<file path="config.mk">
export PLATFORM = sky130hd
export DESIGN_NAME = nibbler_sequencer
export DESIGN_NICKNAME = d
export VERILOG_FILES = /design/src/rtl/nibbler_pkg.sv /design/src/rtl/nibbler_pc.sv /design/src/rtl/nibbler_sequencer.sv
export SDC_FILE = /design/constraint.sdc
export NUM_CORES = 1
export LEC_CHECK = 0
export CAP_MARGIN = 0
export CORE_MARGIN = 3
export CORE_UTILIZATION = 42
export DETAILED_ROUTE_END_ITERATION = 16
export PLACE_DENSITY_LB_ADDON = 0.25
export SLEW_MARGIN = 10
export SYNTH_ARGS = -nofsm -noshare
export SYNTH_HDL_FRONTEND = slang
export SYNTH_SLANG_ARGS = --single-unit
</file>
<file path="constraint.sdc">
create_clock -name clk -period 1.49 [get_ports clk]
set_input_delay 0.298 -clock clk [delete_from_list [all_inputs] [get_ports clk]]
set_output_delay 0.298 -clock clk [all_outputs]
set_load 0.03 [all_outputs]
</file>
<file path="src/rtl/nibbler_pkg.sv">
// nibbler_pkg: control-word bit positions and opcode encodings shared by the Nibbler control path
package nibbler_pkg;
  localparam int CTL_W = 13;
  localparam int CTL_INCPC = 12;
  localparam int CTL_LOADPC = 11;
  localparam int CTL_LOADFLAGS = 9;
  localparam logic [3:0] OP_JC = 4'h0;
  localparam logic [3:0] OP_JNC = 4'h1;
  localparam logic [3:0] OP_CMPI = 4'h2;
  localparam logic [3:0] OP_CMPM = 4'h3;
  localparam logic [3:0] OP_LIT = 4'h4;
  localparam logic [3:0] OP_IN = 4'h5;
  localparam logic [3:0] OP_OUT = 4'h6;
  localparam logic [3:0] OP_STORE = 4'h7;
  localparam logic [3:0] OP_JZ = 4'h8;
  localparam logic [3:0] OP_JNZ = 4'h9;
  localparam logic [3:0] OP_LOAD = 4'hA;
  localparam logic [3:0] OP_NORM = 4'hB;
  localparam logic [3:0] OP_JMP = 4'hC;
  localparam logic [3:0] OP_ADDI = 4'hD;
  localparam logic [3:0] OP_ADDM = 4'hE;
  localparam logic [3:0] OP_NANDM = 4'hF;
endpackage

</file>
<file path="src/rtl/nibbler_pc.sv">
// nibbler_pc: program counter with load/increment/hold, wrapping modulo 2^PC_W
module nibbler_pc #(
  parameter int PC_W = 12,
  parameter logic [PC_W-1:0] RESET_PC = '0
) (
  input  logic            clk,
  input  logic            rst_n,
  input  logic            en,
  input  logic            inc,
  input  logic            load,
  input  logic [PC_W-1:0] target,
  output logic [PC_W-1:0] pc
);
  // load beats increment; the increment wraps silently at the top of the address space
  always_ff @(posedge clk or negedge rst_n)
    if (!rst_n) pc <= RESET_PC;
    else if (en) pc <= load ? target : inc ? pc + 1'b1 : pc;
endmodule

</file>
<file path="src/rtl/nibbler_sequencer.sv">
// nibbler_sequencer: phase, PC, IR and flag sequencing for the Nibbler control path
module nibbler_sequencer
  import nibbler_pkg::*;
#(
  parameter int PC_W = 12,
  parameter logic [PC_W-1:0] RESET_PC = '0
) (
  input  logic             clk,
  input  logic             rst_n,
  input  logic             step_en,
  input  logic [7:0]       rom_data,
  input  logic [CTL_W-1:0] control,
  input  logic             alu_carry,
  input  logic             alu_zero,
  output logic [PC_W-1:0]  pc,
  output logic [3:0]       opcode,
  output logic [3:0]       operand,
  output logic             phase,
  output logic             c_flag,
  output logic             z_flag,
  output logic             fetch_strobe
);
  logic [7:0] ir;
  logic pc_inc, pc_load;
  logic [PC_W-1:0] target;
  logic unused_ctl;
  assign opcode = ir[7:4];
  assign operand = ir[3:0];
  // fetch always advances even if control is not yet valid; jumps only happen in execute
  assign pc_inc = ~phase | control[CTL_INCPC];
  assign pc_load = phase & control[CTL_LOADPC];
  assign target = PC_W'({ir[3:0], rom_data});
  assign unused_ctl = ^{control[10], control[8:0]};
  nibbler_pc #(.PC_W(PC_W), .RESET_PC(RESET_PC)) u_pc (
    .clk(clk),
    .rst_n(rst_n),
    .en(step_en),
    .inc(pc_inc),
    .load(pc_load),
    .target(target),
    .pc(pc)
  );
  // phase toggles each enabled edge; fetch loads IR, execute optionally updates flags
  always_ff @(posedge clk or negedge rst_n)
    if (!rst_n) begin
      ir <= 8'h00;
      phase <= 1'b0;
      c_flag <= 1'b0;
      z_flag <= 1'b0;
      fetch_strobe <= 1'b0;
    end else if (step_en) begin
      phase <= ~phase;
      fetch_strobe <= ~phase;
      if (!phase) ir <= rom_data;
      if (phase && control[CTL_LOADFLAGS]) begin
        c_flag <= alu_carry;
        z_flag <= alu_zero;
      end
    end
endmodule
</file>
* Yosys cells after proc, flatten, opt, wreduce, memory -nomap -nowiden
Index checks and enable logic that the tools add are counted.
** Operators by class
- Add/sub/neg operators :: 1
- Mux-type cells :: 2
- Bitwise gates (word level) :: 3
- Reduce and logical (&&, ||, !) cells :: 5
** Operator list (count)
- two-way mux 12 bit :: 2
- adder 12 x 1 -> 12 bit, second input constant :: 1
- AND reduction 2 bit :: 3
- nonzero test 2 bit :: 1
- bitwise AND 1 bit :: 1
- logical AND 1 bit :: 1
- NOT 1 bit :: 1
- OR 1 bit :: 1
** Storage, ports and cells
- Register bits :: 23
- Input port bits :: 26
- Output and inout port bits :: 24

* Depth between registers and ports, before layout
Gate-level depths: netlist (run 1).
- Depth after elaboration :: 4
- Depth in mapped cells :: 6
- Mapped depth without buffers :: 5

* Cells and area by module
A second synthesis (run 1) with hierarchy kept.
** Second synthesis, totals
- Cell total of the unflattened synthesis :: 115
- Area, all modules :: 1224.9 um^2
** Modules (own cells, without submodules)
- nibbler_pc :: times used 1, cells each 87, area an instance 752.0 um^2, seq. area each 300.3 um^2
- nibbler_sequencer :: times used 1, cells each 28, area an instance 473.0 um^2, seq. area each 275.3 um^2

* Worst setup path after synthesis (run 1)
No wires, ideal clock.
- Path type :: reg2reg
- From :: register u_pc.pc[0]
- To :: register u_pc.pc[4]
- Setup time :: 0.124 ns
- Arrival time :: 1.410 ns
- Slack :: -0.044 ns
- Cell stages (with the launch flop) :: 7
- Buffers on the path :: 1
- Period minus slack after synthesis :: 1.534 ns
- Path through :: dfrtp_1 > ha_1 > and3_2 > buf_2 > nand2b_1 > a21oi_2 > a21oi_1
** On the way
- Word-level cells in the longest chain between the ends :: 3
** Ends and longest elaborated chain
- from (decl) :: RTL line nibbler_pc.sv:12 : output logic [PC_W-1:0] pc
- from (signal assigned) :: RTL line nibbler_pc.sv:17 : else if (en) pc <= load ? target : inc ? pc + 1'b1 : pc;
- adder 12 x 1 -> 12 bit :: RTL line nibbler_pc.sv:17
- two-way mux 12 bit (2 in series) :: RTL line nibbler_pc.sv:17
Every way passes these cells. The select of a mux whose other input is x is not followed.
A chain may end at the register's enable or synchronous reset.

* Worst setup path in the final report (run 1)
- From :: register u_pc.pc[0]
- To :: output port pc[0]
** RTL lines
- to (decl) :: RTL line nibbler_sequencer.sv:15 : output logic [PC_W-1:0] pc,
No word-level cell between the ends.

==> results of run 1 <==
==> cell type report <==
| class | instances | area [um2] | area share [%] |
|---|---|---|---|
| repair buffers | 51 | 453 | 27.0 |
| clock buffers | 3 | 22.5 | 1.34 |
| clock inverters | 1 | 5.00 | 0.298 |
| inverters | 1 | 3.75 | 0.224 |
| well taps | 30 | 37.5 | 2.24 |
| multi-input cells | 81 | 579 | 34.5 |
| flip-flops and latches | 23 | 578 | 34.4 |
==> cells in the mapped netlist, drive strengths merged <==
| cell | n |
|---|---|
| a21oi | 13 |
| a2bb2oi | 6 |
| a41oi | 1 |
| and2 | 1 |
| and3 | 3 |
| and4 | 2 |
| buf | 7 |
| clkbuf | 2 |
| dfrtp | 23 |
| ha | 1 |
| inv | 1 |
| mux2 | 10 |
| mux2i | 1 |
| nand2 | 13 |
| nand2b | 2 |
| nand3 | 8 |
| nand4 | 2 |
| nor2 | 1 |
| o21ai | 7 |
| o22a | 1 |
| o22ai | 6 |
| o31a | 1 |
| o31ai | 1 |
| xor2 | 1 |
==> layout by cell type, fill, tap and decap left out, types with 2 or more instances in the layout <==
cell and count:
nand2b_1 2, buf_4 11, clkbuf_2 4, a21oi_2 3
dlygate4sd2_1 16, clkdlybuf4s50_1 15, clkdlybuf4s15_1 4, mux2_2 10
dfrtp_2 2, dfrtp_1 21, and4_1 2, nand3_1 7
a21oi_1 10, clkbuf_4 3, nand2_1 13, a2bb2oi_1 4
a2bb2oi_2 2, o21ai_0 7, o22ai_1 6, and3_2 2
==> worst register-to-register path, delay by kind of cell (launching register included) <==
family                     cells  cell delay (ns)
and+or+nand+nor                2             0.42
adders and majority gates      1             0.24
AOI/OAI and AO/OA              2             0.17
DFF                            1             0.46
==> per-layer routing <==
metal / share of wire, % / track usage [%] / up-vias
met5: 0 / 0 / -
met4: 1.2 / 7.59 / 0
met3: 6.7 / 2.16 / 4
met1: 43 / 21.3 / 512
met2: 49 / 29.0 / 39
li1: - / - / 519
==> registers in the layout, indices dropped and copies added (netlist names) <==
register      count
u_pc.pc          12
c_flag            1
z_flag            1
ir                8
fetch_strobe      1
==> per-stage QoR <==
stage | TNS [ns] | utilization (%) | setup slack, ns | hold WS (ns) | instances
3_3_place_gp | -0.745 | 64.8 | -0.0886 | 0.486 | 186
3_5_place_dp | -1.28 | 64.8 | -0.130 | 0.494 | 186
6_report | 0 | 64.3 | 0.0442 | 0.319 | 190
2_1_floorplan | 0 | - | 0.0158 | 0.00241 | 114
4_1_cts | 0 | 64.7 | 0.0153 | 0.314 | 190
5_1_grt | 0 | 64.3 | 0.00121 | 0.319 | 190
==> power groups by stage <==
stage,Combinational [uW],Sequential (uW),Clock [uW]
after floorplan,860,1850,0
after global placement,2430,1200,0
after detailed placement,2480,1210,0
after CTS,2260,1190,310
after global routing,2390,1240,341
final,2230,1190,290
==> how the worst min path moves through the flow <==
stage / start / to / slack [ns] / cells after the start
after floorplan: rst_n / c_flag / 0.002 / 0
after global placement: z_flag / z_flag / 0.49 / 1
after detailed placement: ir[4] / ir[4] / 0.49 / 1
after CTS: rst_n / ir[7] / 0.31 / 2
after global routing: rst_n / ir[3] / 0.32 / 2
final: rst_n / u_pc.pc[11] / 0.32 / 2
==> kinds of logic (layout without fill, tap and decap cells) <==
logic type,count (synthesis),count (layout),share of synthesized area [%]
flip-flops,23,23,47.1
buffers and inverters,10,56,5.53
multiplexers,11,11,10.0
AND/OR/NAND/NOR,32,32,14.9
adder cells (fa/ha/maj),1,1,1.02
AO/OA/AOI/OAI,36,36,20.7
XOR/XNOR,1,1,0.717
==> timing repair <==
item | in CTS | in global routing
endpoints found under the setup margin | 24 | 8
gates cloned | 0 | 0
resized for setup | 25 | 11
==> impl_metrics.toml, run 1 <==
[die]
die_height_um = 60.0
dieArea_um2 = 3590
num_io_pins = 50
rows = 18
die_x_um = 60.0
design.core.area_um2 = 2610
initial_utilization_pct = 46.8

[cts]
insertion_delay_ns = 0.31
cts_sinks = 23
cts_root_buf = "clkbuf_4"
numCtsBuffers = 3
cts_max_level = 1
post_cts.repair.setup_buffers = 0
cts_hold_buf = 0
clock_path_buffers = 2
cts_tree = "done"
cts.clk_slew.worst_paths_ns = 0.13

[timing]
setup_viol = 0
final-hold-violation-count = 0
finalCritPeriodShare_pct = 97.0
rsz0062_at_grt = "false"
fin_crit_ns = 1.45
slew_headroom_pct = 76.4
skew_ns = 0.00798
slew_viol_final = 0
max_clock_freq_mhz = 692
tightest_slew_ns = 0.354

[global_route]
track_usage_pct = 17.0
grt_pass1_wl_um = 4620
grt.overflow.total = 0
grt_antenna_before_repair = 0
grt_pass1_vias = 1049
grt_max_degree = 24

[setup_path]
crit_start = "u_pc.pc[0]"
crit_family = "flip-flops"
slowest_delay_ns = 0.43
crit_cells = 1
worstPathArrival_ns = 1.15
cp_slowest_cell = "dfrtp_2"
endpoint = "pc[0]"
critical_path_class = "reg -> out"
r2r_end = "u_pc.pc[4]"
r2r_slack_ns = 0.09
r2r_start = "u_pc.pc[0]"
worst_setup_path_start_kind = "flip-flop"
cp_cell_sequence = "dlygate4sd2_1"
ff2ff_path_depth = 5
worstPathMaxFanout = 6
critPathBufInv = 1
setup.worst_path.end_class = "primary output"
critPathRequiredTime_ns = 1.19

[power_and_ir_drop]
p_int_uw = 1930
p_total_uw = 3710
power_switching_share_pct = 48.0
comb_power_share_pct = 60.0
clkPwrFrac_pct = 7.8
pwr-share-seq_pct = 32.2
leakage_uw = 0.000725
power_density_nw_per_um2 = 2210
ir_drop_mv = 1.34
switching_power_uw = 1780

[finish]
nFillCells = 229
area_growth_pct = 37.4
nets = 188
fin_area_um2 = 1680
layout-drive-gt1-share_pct = 26.9
antenna_cells = 0

[detailed_routing]
drc = 0
routed_wl_um = 2810
viasPerCell = 5.65
drtIter0Drc = 43
num_vias = 1074
wl_per_cell_um = 14.8
dr.pass1.iters = 4
antenna_left = 0

[yosys]
synth_area_leaders = "dfrtp_1, mux2_2, a21oi_1"
synth_seq_cells = 23
yosys_warnings = 0
netlist_area_um2 = 1220
synth-seq-area-share_pct = 47.1
yosys.area.top_type = "dfrtp_1"
postSynthCellCount = 114
synth_fp_nets = 141
synth.avg_cell_area_um2 = 10.7
ys_types = 32
synth_top_area_share_pct = 47.1

[placed_design]
portBuffers = 39
place_area_um2 = 1690
dp_hpwl_um = 2100
gp_congestion = 0.829

[outcome]
status = "completed"

[min_path]
min_path_type = "in -> async"

[job]
drv_cap = 0
Note: power is estimated with default switching activity, not from simulation.
==> inputs of run 2 (changes only) <==
--- a/config.mk
+++ b/config.mk
@@ -7,7 +7,8 @@
 export LEC_CHECK = 0
 export CAP_MARGIN = 0
 export CORE_MARGIN = 3
-export CORE_UTILIZATION = 42
+export CORE_UTILIZATION = 44
+export CTS_BUF_LIST = sky130_fd_sc_hd__clkbuf_4 sky130_fd_sc_hd__clkbuf_8
 export DETAILED_ROUTE_END_ITERATION = 16
 export PLACE_DENSITY_LB_ADDON = 0.25
 export SLEW_MARGIN = 10
==> run 2 against run 1 <==
Global-route usage up 2.0 points; routed wire length grew 3.8%; combinational power hardly changed; hold slack lost 0.0029 ns; final cell count shrank 1.1%; fmax up 0.84%; die area is 4.1% lower; critical path depth unchanged; clock-buffer cell count up 1; via count is 0.56% higher; sequential cell count unchanged; total power up 1.3%.
==> impl_metrics.toml, run 2 (synthesis results as in run 1) <==
[outcome]
status = "completed"

[cts]
insertion_delay_ns = 0.32
cts_root_buf = "clkbuf_4"
cts_tree = "done"
clock_path_buffers = 2
cts.clk_slew.worst_paths_ns = 0.14
post_cts.repair.setup_buffers = 0
cts_max_level = 1
numCtsBuffers = 3
cts_sinks = 23

[detailed_routing]
viasPerCell = 5.74
num_vias = 1080
dr.pass1.iters = 4
antenna_left = 0
drtIter0Drc = 52
wl_per_cell_um = 15.5
routed_wl_um = 2920
drc = 0

[min_path]
min_path_type = "in -> async"

[setup_path]
critical_path_class = "reg -> out"
critPathBufInv = 1
critPathRequiredTime_ns = 1.19
cp_slowest_cell = "dfrtp_1"
setup.worst_path.end_class = "primary output"
crit_family = "flip-flops"
worstPathMaxFanout = 4
cp_cell_sequence = "dlygate4sd2_1"
slowest_delay_ns = 0.41
worstPathArrival_ns = 1.14
worst_setup_path_start_kind = "flip-flop"

[global_route]
gr-usage-met1_pct = 23.3
use_met2_pct = 32.4
grt_max_degree = 24
grt_pass1_vias = 1040
grt_use_met3_pct = 4.17
grt_pass1_wl_um = 4910
busiest_layer = "met2"
grt.overflow.total = 0
track_usage_pct = 19.0
grt_antenna_before_repair = 0

[timing]
setup_viol = 0
skew_ns = 0.00675
final-hold-violation-count = 0
finalCritPeriodShare_pct = 96.2
slew_viol_final = 0
holdWs_ns = 0.316
slew_headroom_pct = 78.9
fin_tns_setup_ns = 0
rsz0062_at_grt = "false"
max_clock_freq_mhz = 697
fin_crit_ns = 1.43
tightest_slew_ns = 0.318

[die]
dieArea_um2 = 3450
num_io_pins = 50
rows = 18
die_height_um = 58.7
initial_utilization_pct = 47.6
design.core.area_um2 = 2570
die_x_um = 58.7

[job]
drv_cap = 0

[placed_design]
gp_congestion = 0.778
dp_hpwl_um = 2140
portBuffers = 39

[power_and_ir_drop]
switching_power_uw = 1800
pwr-share-seq_pct = 32.2
clkPwrFrac_pct = 8.6
ir_drop_mv = 1.23
power_density_nw_per_um2 = 2230
comb_power_share_pct = 59.2
leakage_uw = 0.000711
power_switching_share_pct = 47.9
p_int_uw = 1960

[finish]
mostFrequentLayoutCells = "dfrtp_1, dlygate4sd2_1, clkdlybuf4s50_1"
multi_input_area_um2 = 596
nets = 186
area_growth_pct = 37.8
antenna_cells = 0
largest_reg_flops = 12
max_flop_register = "u_pc.pc"
layout_commonest_cell = "dfrtp_1"
top_regs = "u_pc.pc x12, ir x8"
layout-drive-gt1-share_pct = 29.1
nFillCells = 220
seq_area_um2 = 579
[run 2: metal layers]
layer | wire (um) | up-vias
met1 | 1190 | 527
met2 | 1500 | 42
met4 | 19 | 0
met3 | 218 | 2
met5 | 0 | -
li1 | - | 509
[run 2: worst paths after layout]
path	startpoint	to	slack (ns)	depth (start not counted)
max in group asynchronous	rst_n	fetch_strobe	0.92	2
worst min register to register	z_flag	z_flag	0.52	1
worst max register to register	u_pc.pc[0]	u_pc.pc[8]	0.11	5
worst min-delay path	rst_n	u_pc.pc[11]	0.32	2
min in group clk	z_flag	z_flag	0.52	1
worst max-delay path	u_pc.pc[9]	pc[9]	0.06	1
[run 2: metrics by stage]
step	util (%)	instances	setup slack, ns	power, uW	cell area (um2)
6_report	65.6	188	0.0563	3760	1680
5_1_grt	65.6	188	0.000435	4010	1680
4_1_cts	65.1	188	0.00105	3740	1670
3_5_place_dp	64.8	184	-0.337	3650	1660
3_3_place_gp	64.8	184	-0.233	3580	1660
2_1_floorplan	-	114	0.0158	2710	1220
[run 2: power by group through the flow]
| stage | Sequential, uW | Combinational (uW) | Clock (uW) |
|---|---|---|---|
| 6_report | 1210 | 2230 | 323 |
| 5_1_grt | 1270 | 2380 | 361 |
| 4_1_cts | 1210 | 2210 | 330 |
| 3_5_place_dp | 1230 | 2420 | 0 |
| 3_3_place_gp | 1210 | 2370 | 0 |
| 2_1_floorplan | 1850 | 860 | 0 |
[run 2: area by class of cell]
type / count / share of cell area, %
Clock buffer: 4 / 1.78
Timing Repair Buffer: 49 / 26.0
Sequential cell: 23 / 34.4
Tap cell: 30 / 2.23
Inverter: 1 / 0.223
Multi-Input combinational cell: 81 / 35.4
[run 2: timing repair]
item,in CTS,in global routing
hold buffers,0,0
endpoints found under the setup margin,25,11
resized for setup,29,13
==> inputs of run 3 (changes only) <==
--- a/config.mk
+++ b/config.mk
@@ -10,8 +10,10 @@
 export CORE_UTILIZATION = 44
 export CTS_BUF_LIST = sky130_fd_sc_hd__clkbuf_4 sky130_fd_sc_hd__clkbuf_8
 export DETAILED_ROUTE_END_ITERATION = 16
+export HOLD_SLACK_MARGIN = 0.05
 export PLACE_DENSITY_LB_ADDON = 0.25
-export SLEW_MARGIN = 10
+export SKIP_CTS_REPAIR_TIMING = 1
+export SLEW_MARGIN = 20
 export SYNTH_ARGS = -nofsm -noshare
 export SYNTH_HDL_FRONTEND = slang
 export SYNTH_SLANG_ARGS = --single-unit
==> run 3 against run 2 <==
Final cell count rose by 0.53%; highest routed layer unchanged; hold slack better by 0.0034 ns; clock-buffer cell count unchanged; critical endpoint is now u_pc.pc[4]; largest power group unchanged; clock skew up 0.00061 ns; first-iteration DRC count fell by 37%.
==> impl_metrics.toml, run 3 (synthesis results as in run 1) <==
[finish]
nets = 187
nFillCells = 207
layout-drive-gt1-share_pct = 28.3
largest_reg_flops = 12
top_regs = "u_pc.pc x12, ir x8"
fin_area_um2 = 1750
max_flop_register = "u_pc.pc"
postLayoutCoreUtil_pct = 68.3
antenna_cells = 0
area_growth_pct = 43.5
mostFrequentLayoutCells = "dfrtp_1, dlymetal6s2s_1, clkdlybuf4s50_1"

[min_path]
min_path_type = "in -> async"

[timing]
skew_ns = 0.00736
max_clock_freq_mhz = 709
setup_viol = 0
slew_headroom_pct = 77.3
fin_crit_ns = 1.41
final-hold-violation-count = 0
slew_viol_final = 0
finalCritPeriodShare_pct = 94.7
fin_tns_setup_ns = 0
tightest_slew_ns = 0.340

[cts]
clock_path_buffers = 2
cts.clk_slew.worst_paths_ns = 0.13
cts_tree = "done"
cts_sinks = 23
cts_max_level = 1
numCtsBuffers = 3
insertion_delay_ns = 0.31
cts_root_buf = "clkbuf_4"

[power_and_ir_drop]
leakage_uw = 0.000873
ir_drop_mv = 1.32
power_density_nw_per_um2 = 2220

[die]
initial_utilization_pct = 47.6
dieArea_um2 = 3450
die_height_um = 58.7
design.core.area_um2 = 2570
die_x_um = 58.7
rows = 18
num_io_pins = 50

[placed_design]
portBuffers = 39
dp_hpwl_um = 2140
place_area_um2 = 1660
gp_congestion = 0.778

[global_route]
grt_antenna_before_repair = 0
track_usage_pct = 19.0
grt_pass1_vias = 1041
grt_pass1_wl_um = 4920
grt.overflow.total = 0
grt_max_degree = 24

[detailed_routing]
drtIter0Drc = 33
num_vias = 1085
drc = 0
viasPerCell = 5.74
wl_per_cell_um = 15.6
antenna_left = 0
routed_wl_um = 2950
dr.pass1.iters = 4

[setup_path]
worstPathArrival_ns = 1.61
worst_setup_path_start_kind = "flip-flop"
critical_path_class = "reg -> reg"
setup.worst_path.end_class = "flip-flop"
critPathRequiredTime_ns = 1.69
worstPathMaxFanout = 6

[job]
drv_cap = 0

[outcome]
status = "completed"
[run 3: cell types whose count changed in the layout (fill, tap and decap cells not counted)]
cell / before / now
dfrtp_1: 20 / 21
clkdlybuf4s15_1: 4 / 0
dfrtp_2: 3 / 2
clkdlybuf4s15_2: 2 / 0
dlymetal6s2s_1: 0 / 21
buf_4: 10 / 12
dlygate4sd2_1: 16 / 0
and3_2: 1 / 2
and3_4: 1 / 0
[run 3: where the power goes]
group	switching [uW]	internal [uW]
clock	187	123
sequential	267	941
combinational	1340	1040
total	1800	2100
[run 3: per-layer routing]
metal  vias to the layer above  global-route usage, %  routed length, um
li1                        511                      -                  -
met1                       530                   23.5               1170
met2                        42                   32.4               1510
met3                         2                   4.17                247
met4                         0                   7.44                 19
met5                         -                      0                  0
[run 3: worst paths after layout]
path                       startpoint         end  slack [ns]  depth (start not counted)
min reg2reg                     ir[7]       ir[7]        0.52                          1
max                        u_pc.pc[0]  u_pc.pc[4]        0.08                          5
max in group asynchronous       rst_n  u_pc.pc[0]        0.91                          2
min in group clk                ir[7]       ir[7]        0.52                          1
min                             rst_n      z_flag        0.32                          2
max reg2reg                u_pc.pc[0]  u_pc.pc[4]        0.08                          5
[run 3: layout make-up]
type	instances	area [um2]	area share, %
inverter	1	3.75	0.214
sequential	23	578	33.0
multi-input combinational	81	592	33.7
tap	30	37.5	2.14
clock buffer	4	30.0	1.71
timing repair buffer	50	513	29.2
[run 3: stage by stage]
stage	hold slack, ns	setup WS, ns	cells	total power (uW)
5_1_grt	0.312	-0.00153	189	4160
3_5_place_dp	0.500	-0.337	184	3650
2_1_floorplan	0.00241	0.0158	114	2710
6_report	0.319	0.0794	189	3900
4_1_cts	0.326	-0.339	188	3980
3_3_place_gp	0.487	-0.233	184	3580
[run 3: critical path: stages, from the launching register on]
cell and delay (ns):
dfrtp_2 0.46, ha_1 0.23, and3_2 0.27, nand2b_1 0.17
a21oi_2 0.13, a21oi_1 0.05
